===== src/rtl/mem_port_arbiter.sv =====
// Shares one memory port between IFU (read-only) and LSU, one transaction in flight at a time.
// Latency: accept->mem_en 1 cycle, mem_rsp->rsp_valid 1 cycle; req ready only in IDLE, mem_en held until mem_ready.
module mem_port_arbiter #(
  parameter bit LSU_PRIO = 1'b0,
  parameter int TIMEOUT  = 255,
  parameter int CNT_W    = 8
) (
  input  logic        clk,
  input  logic        rst_n,
  input  logic        ifu_req_valid,
  output logic        ifu_req_ready,
  input  logic [31:0] ifu_req_addr,
  output logic        ifu_rsp_valid,
  output logic [31:0] ifu_rsp_data,
  output logic        ifu_rsp_err,
  input  logic        lsu_req_valid,
  output logic        lsu_req_ready,
  input  logic        lsu_req_wr,
  input  logic [31:0] lsu_req_addr,
  input  logic [31:0] lsu_req_wdata,
  input  logic [3:0]  lsu_req_wstrb,
  output logic        lsu_rsp_valid,
  output logic [31:0] lsu_rsp_data,
  output logic        lsu_rsp_err,
  output logic        mem_en,
  input  logic        mem_ready,
  output logic        mem_wr,
  output logic [31:0] mem_addr,
  output logic [31:0] mem_wdata,
  output logic [3:0]  mem_wstrb,
  input  logic        mem_rsp_valid,
  input  logic [31:0] mem_rdata
);

  localparam logic [CNT_W-1:0] TIMEOUT_CNT = CNT_W'(TIMEOUT);
  localparam logic [CNT_W-1:0] CNT_ONE     = CNT_W'(1);
  localparam bit               WDOG_EN     = (TIMEOUT != 0);

  typedef enum logic [1:0] {
    IDLE  = 2'd0,
    ISSUE = 2'd1,
    WAIT  = 2'd2
  } state_t;

  state_t           state;
  state_t           state_next;
  logic             last_lsu;
  logic             owner_lsu;
  logic             op_wr;
  logic [31:0]      op_addr;
  logic [31:0]      op_wdata;
  logic [3:0]       op_wstrb;
  logic [CNT_W-1:0] wait_cnt;
  logic             rsp_pend;
  logic             rsp_lsu;
  logic [31:0]      rsp_data;
  logic             grant_ifu;
  logic             grant_lsu;
  logic             timeout;

  // The cycle carrying a registered response is still closed to new requests.
  always_comb begin
    state_next = state;
    grant_ifu  = 1'b0;
    grant_lsu  = 1'b0;
    timeout    = 1'b0;
    case (state)
      IDLE: begin
        if (rst_n && !rsp_pend) begin
          if (lsu_req_valid && (!ifu_req_valid || LSU_PRIO || !last_lsu)) begin
            grant_lsu = 1'b1;
          end else if (ifu_req_valid) begin
            grant_ifu = 1'b1;
          end
        end
        if (grant_ifu || grant_lsu) begin
          state_next = ISSUE;
        end
      end
      ISSUE: begin
        if (mem_ready) begin
          state_next = WAIT;
        end
      end
      WAIT: begin
        if (mem_rsp_valid) begin
          state_next = IDLE;
        end else if (rst_n && WDOG_EN && (wait_cnt == TIMEOUT_CNT)) begin
          timeout    = 1'b1;
          state_next = IDLE;
        end
      end
      default: state_next = IDLE;
    endcase
  end

  always_ff @(posedge clk) begin
    if (!rst_n) begin
      state     <= IDLE;
      last_lsu  <= 1'b1;
      owner_lsu <= 1'b0;
      op_wr     <= 1'b0;
      op_addr   <= 32'h0;
      op_wdata  <= 32'h0;
      op_wstrb  <= 4'h0;
      wait_cnt  <= '0;
      rsp_pend  <= 1'b0;
      rsp_lsu   <= 1'b0;
      rsp_data  <= 32'h0;
    end else begin
      state    <= state_next;
      rsp_pend <= 1'b0;
      if (grant_ifu || grant_lsu) begin
        owner_lsu <= grant_lsu;
        last_lsu  <= grant_lsu;
        op_wr     <= grant_lsu && lsu_req_wr;
        op_addr   <= grant_lsu ? lsu_req_addr : ifu_req_addr;
        op_wdata  <= grant_lsu ? lsu_req_wdata : 32'h0;
        op_wstrb  <= (grant_lsu && lsu_req_wr) ? lsu_req_wstrb : 4'h0;
      end
      if (state == ISSUE && mem_ready) begin
        wait_cnt <= '0;
      end else if (state == WAIT) begin
        wait_cnt <= wait_cnt + CNT_ONE;
      end
      if (state == WAIT && mem_rsp_valid) begin
        rsp_pend <= 1'b1;
        rsp_lsu  <= owner_lsu;
        rsp_data <= mem_rdata;
      end
    end
  end

  assign ifu_req_ready = grant_ifu;
  assign lsu_req_ready = grant_lsu;

  assign mem_en    = (state == ISSUE);
  assign mem_wr    = op_wr;
  assign mem_addr  = op_addr;
  assign mem_wdata = op_wdata;
  assign mem_wstrb = op_wstrb;

  // Timeout responses are combinational in the expiring WAIT cycle and carry zero data.
  assign ifu_rsp_valid = (rsp_pend && !rsp_lsu) || (timeout && !owner_lsu);
  assign ifu_rsp_err   = timeout && !owner_lsu;
  assign ifu_rsp_data  = (rsp_pend && !rsp_lsu) ? rsp_data : 32'h0;
  assign lsu_rsp_valid = (rsp_pend && rsp_lsu) || (timeout && owner_lsu);
  assign lsu_rsp_err   = timeout && owner_lsu;
  assign lsu_rsp_data  = (rsp_pend && rsp_lsu) ? rsp_data : 32'h0;

endmodule


===== config.mk =====
export PLATFORM = sky130hd
export DESIGN_NAME = mem_port_arbiter
export DESIGN_NICKNAME = d
export VERILOG_FILES = /design/src/rtl/mem_port_arbiter.sv
export SDC_FILE = /design/constraint.sdc
export NUM_CORES = 1
export LEC_CHECK = 0
export BUFFER_PORTS_ARGS = -buffer_cell sky130_fd_sc_hd__buf_2
export CORE_MARGIN = 4
export CORE_UTILIZATION = 40
export CTS_BUF_LIST = sky130_fd_sc_hd__clkbuf_4 sky130_fd_sc_hd__clkbuf_8
export CTS_CLUSTER_DIAMETER = 80
export DETAILED_ROUTE_END_ITERATION = 10
export PLACE_DENSITY_LB_ADDON = 0.15
export SLEW_MARGIN = 20
export SYNTH_ARGS = -nofsm -noshare
export SYNTH_HDL_FRONTEND = slang
export SYNTH_SLANG_ARGS = --single-unit

===== constraint.sdc =====
create_clock -name clk -period 5.9 [get_ports clk]
set_input_delay 1.18 -clock clk [delete_from_list [all_inputs] [get_ports clk]]
set_output_delay 1.18 -clock clk [all_outputs]
set_load 0.01 [all_outputs]

Yosys cells after proc, flatten, opt, wreduce, memory -nomap -nowiden
Index checks and enable logic that the tools add are counted.

cells by class
  add/sub/neg operators = 1
  equality and inequality tests = 6
  mux-type cells = 23
  bitwise gates (word level) = 1
  reductions and logical operators = 23

operators by type and width
  operator                                                                 number
  32-bit 2-to-1 mux                                                        4
  1-bit 2-to-1 mux                                                         13
  1-bit logical AND                                                        10
  8-bit by 1-bit adder with 8-bit output, second input constant            1
  8-bit equality test, second input constant                               1
  2-bit 2-to-1 mux                                                         4
  2-bit one-hot mux with 3 select lines                                    1
  1-bit zero test                                                          5
  1-bit logical OR                                                         5
  4-bit 2-to-1 mux                                                         1
  3-bit inequality test, second input constant                             1
  3-bit AND reduction                                                      1
  2-bit by 1-bit equality test with 1-bit output, second input constant    1
  2-bit equality test, second input constant                               1
  2-bit zero test                                                          1
  2-bit by 1-bit inequality test with 1-bit output, second input constant  1
  2-bit inequality test, second input constant                             1
  2-bit OR reduction                                                       1
  1-bit inverter                                                           1

word-level totals
  bits in registers = 115
  input port bits = 139
  output and inout port bits = 140
  logic and storage cells = 65

Logic depth before layout (Yosys ltp)
  depth after elaboration = 9
  depth in mapped cells = 7
  mapped depth without buffers = 4

Least setup slack after synthesis
OpenSTA, ideal clock, no wires.

  path type = input to output
  start point = input rst_n
  end point = output ifu_req_ready
  arrival = 2317 ps
  slack = 2403 ps
  stages on the path = 5
  cells stage by stage = or4b_1 or3_1 buf_2 buf_6 inv_1

between the ends
  cells in the longest elaborated chain, start to end = 4

RTL lines
  what                            line  source
  start, declared                 9     input logic rst_n,
  1-bit logical AND               69    if (rst_n && !rsp_pend) begin
  1-bit 2-to-1 mux                69
  1-bit 2-to-1 mux (2 in series)  67    case (state)
  end, declared                   11    output logic ifu_req_ready,

No other way between the ends. The select of a mux whose other input is x is not followed.

Worst setup path in the final report
Ends and elaborated chain as after synthesis.

==> impl_metrics.py <==
metrics = {
    "setup_path": {
        "worstSetupStartpointType": "input port",
        "reg2reg_slack_ns": 3.31,
        "timing_worst_setup_path_type": "in -> out",
        "endpoint_kind": "output port",
        "rr_worst_depth": 4,
        "r2r-end": "mem_addr[28]",
        "arrival_ns": 3.08,
        "worstReg2RegStart": "state[1]",
        "cpLargestDelayFamily": "simple AND/OR/NAND/NOR gates",
        "crit_slowest_cell": "sky130_fd_sc_hd__or3_2",
        "timing.critical_path.fanout_max": 56,
        "cp_cell_sequence": "buf_4 -> or4b_1 -> buf_4 -> or3_2 -> inv_1 -> buf_2",
        "crit_path_frequent_cell": "sky130_fd_sc_hd__buf_4",
        "cp_slowest_stage_delay_ns": 0.82,
        "timing.critical_path.required_ns": 4.72,
        "cp_num_buf_inv": 4,
    },
    "cells_and_area": {
        "layout_commonest_cell": "sky130_fd_sc_hd__buf_2",
        "post_route_cells_drive_above_1_share": 0.394,
        "final_layout_net_count": 973,
        "final_core_util": 0.554,
        "n_antenna_cell": 0,
        "finish.instance_area_sq_mm": 0.00708,
        "layout-area-overhead-vs-synth_pct": 33.9,
        "mostFrequentLayoutCells": "277 x sky130_fd_sc_hd__buf_2, 114 x sky130_fd_sc_hd__dfxtp_1, 71 x sky130_fd_sc_hd__nand2_1, 63 x sky130_fd_sc_hd__a21boi_0, 38 x sky130_fd_sc_hd__o21ai_0",
    },
    "logic_synthesis": {
        "synth-async-reset-ratio": 0,
        "synthCells": 589,
        "seq_cells_post_synth": 115,
        "synth-edff-count": 0,
        "syn-mean-instance-area_sq_um": 8.97,
        "synthesis.yosys.warnings": 0,
        "yosysUniqueCellTypes": 41,
        "syn-cell-area_sq_mm": 0.00529,
        "synth_fp_nets": 729,
        "synth_sequential_area_ratio": 0.436,
        "ys_dominant_reg_cell": "sky130_fd_sc_hd__dfxtp_1",
    },
    "die": {
        "io_pins": 279,
        "floorplan.die_area_sq_mm": 0.0151,
        "fp.dieW_um": 123,
        "floorplan.die.height_um": 123,
        "num_rows": 41,
        "fp.coreArea_sq_mm": 0.0128,
        "initial_utilization": 0.414,
    },
    "clocking": {
        "ctsHoldBuffers": 0,
        "cts_sinks": 115,
        "htreeDepth": 4,
        "post-cts-setup-buffer-count": 0,
        "clkLatencyLatePin_ns": 0.43,
        "cts.root.buffer_cell": "sky130_fd_sc_hd__clkbuf_8",
        "clk_pin_slew_worst_paths_ns": 0.06,
        "cts_tree": "built",
        "cts_resized": 0,
        "cts-buffers-inserted": 17,
        "clockBufferDepth": 2,
    },
    "timing": {
        "setup-tns-final_ns": 0,
        "final.min_clock_period_ns": 4.26,
        "max_slew.worst_pin.slew_ns": 1.03,
        "finalMaxSlewViolations": 0,
        "grt_setup_unrepaired": "false",
        "finalSetupViolations": 0,
        "slew-limit-headroom": 0.316,
        "hold_viol": 0,
        "timing.fmax_mhz": 234,
        "min_period_over_period": 0.723,
        "fin_skew_ns": 0.0112,
    },
    "hold_path": {
        "worstHoldPathCells": 2,
        "worstHoldPathType": "reg -> reg",
        "hold_start": "rsp_data[11]",
        "worstHoldEndpoint": "rsp_data[11]",
    },
    "drt": {
        "drt-wirelength-per-cell_um": 16.5,
        "ant_nets": 0,
        "detail_route.vias_per_cell": 5.24,
        "dr.first_iter.drc_count": 242,
        "wirelength_um": 16800,
        "first_pass_iters": 4,
        "route.vias.total": 5337,
        "remaining_drc_errors": 0,
    },
    "grt": {
        "pin_count_of_the_biggest_net_entering_global_routing": 109,
        "grtUsageTotal": 0.213,
        "wire_length_of_the_first_global_routing_pass_um": 25600,
        "antenna_violations_before_repair": 0,
        "globalRouteOverflowTotal": 0,
        "grt_pass1_vias": 5211,
    },
    "placed_design": {
        "hpwl_um": 11700,
        "placement.cell_area_sq_mm": 0.00672,
        "place_congestion": 0.784,
        "port_buffers": 278,
    },
    "power_and_ir_drop": {
        "p_leak_nw": 3.26,
        "vdd_drop_max_uv": 136,
        "power.density_cell_area_mw_per_mm2": 245,
    },
    "run": {
        "maxCapViolations": 0,
    },
    "status": {
        "run_status": "finished, final reports clean",
    },
}
where the power goes:
part | internal, W | switching, W | leakage (nW) | total, W
Clock | 0.000360 | 0.000299 | 0.198 | 0.000659
Combinational | 0.000108 | 0.000130 | 2.13 | 0.000238
Sequential | 0.000812 | 0.0000221 | 0.936 | 0.000834
Total | 0.00128 | 0.000451 | 3.26 | 0.00173
cells in the mapped netlist, types with 2 or more instances:
library cell,count,share of area
sky130_fd_sc_hd__o31ai_1,4,0.0057
sky130_fd_sc_hd__nor2b_1,4,0.0047
sky130_fd_sc_hd__nand3b_1,4,0.0057
sky130_fd_sc_hd__o221a_1,20,0.043
sky130_fd_sc_hd__o21ai_0,38,0.036
sky130_fd_sc_hd__nand3_1,35,0.033
sky130_fd_sc_hd__a32o_1,4,0.0076
sky130_fd_sc_hd__a21boi_0,63,0.089
sky130_fd_sc_hd__o21bai_1,9,0.013
sky130_fd_sc_hd__xnor2_1,2,0.0033
sky130_fd_sc_hd__o221a_2,3,0.0064
sky130_fd_sc_hd__and2_1,33,0.039
sky130_fd_sc_hd__or4_1,3,0.0043
sky130_fd_sc_hd__a21boi_1,4,0.0057
sky130_fd_sc_hd__nor4_1,2,0.0024
sky130_fd_sc_hd__inv_1,6,0.0043
sky130_fd_sc_hd__or3_1,12,0.014
sky130_fd_sc_hd__dfxtp_1,115,0.44
sky130_fd_sc_hd__o41a_1,23,0.049
sky130_fd_sc_hd__buf_2,7,0.0066
sky130_fd_sc_hd__a21oi_1,6,0.0057
sky130_fd_sc_hd__nor2_1,6,0.0043
sky130_fd_sc_hd__buf_6,3,0.0064
sky130_fd_sc_hd__o41ai_1,2,0.0033
sky130_fd_sc_hd__nand2_1,71,0.050
sky130_fd_sc_hd__o2111a_1,9,0.019
sky130_fd_sc_hd__and3_1,33,0.039
sky130_fd_sc_hd__clkbuf_1,53,0.038
sky130_fd_sc_hd__or2_2,3,0.0036
kinds of logic after synthesis:
group                    count (synthesis)  synth area share
flip-flops                             115             0.436
AND/OR/NAND/NOR                        211             0.210
multiplexers                             1           0.00189
AO/OA/AOI/OAI                          190             0.292
buffers and inverters                   69            0.0549
adder cells (fa/ha/maj)                  1           0.00237
XOR/XNOR                                 2           0.00331
metal layers:
layer  vias to the layer above  global-route usage  part of all wire
met5                         -                   0                 0
met4                         0              0.0735             0.017
met3                        25              0.0741             0.080
met2                       192               0.362              0.49
met1                      2487               0.249              0.41
li1                       2633                   -                 -
sequential cells by signal (all words and copies together) (netlist names):
register,cells
mem_addr,32
mem_wdata,32
rsp_data,32
wait_cnt,8
mem_wstrb,4
state,2
last_lsu,1
mem_wr,1
owner_lsu,1
rsp_lsu,1
rsp_pend,1
metrics by stage:
stage | setup slack, ns | power (W) | cells | hold slack [ns]
3_5_place_dp | 1.52 | 0.00109 | 986 | 0.468
2_1_floorplan | 2.40 | 0.000980 | 589 | 0.447
5_1_grt | 1.55 | 0.00181 | 1018 | 0.504
4_1_cts | 1.52 | 0.00175 | 1018 | 0.479
6_report | 1.64 | 0.00173 | 1018 | 0.477
3_3_place_gp | 1.54 | 0.00108 | 986 | 0.460
final cells by class:
type | instances | area, sq um
clock buffers | 27 | 334
multi-input cells | 405 | 2710
fillers | 1197 | 5700
flip-flops and latches | 115 | 2300
inverters | 6 | 22.5
clock inverters | 5 | 25.0
well taps | 172 | 215
repair buffers | 288 | 1470
worst min-delay path, cell delays in order (launching register included):
cell,delay (ns)
sky130_fd_sc_hd__dfxtp_1,0.32
sky130_fd_sc_hd__nand2_1,0.05
sky130_fd_sc_hd__a21boi_0,0.06
how the worst max path moves through the flow:
| stage | startpoint | endpoint | slack (ns) | cells after the start |
|---|---|---|---|---|
| 3_3_place_gp | rst_n | ifu_req_ready | 1.54 | 6 |
| 5_1_grt | rst_n | ifu_req_ready | 1.55 | 6 |
| 3_5_place_dp | rst_n | ifu_req_ready | 1.52 | 6 |
| 2_1_floorplan | rst_n | ifu_req_ready | 2.40 | 5 |
| 4_1_cts | rst_n | ifu_req_ready | 1.52 | 6 |
| 6_report | rst_n | ifu_req_ready | 1.64 | 6 |
(Power assumes the default switching activity.)
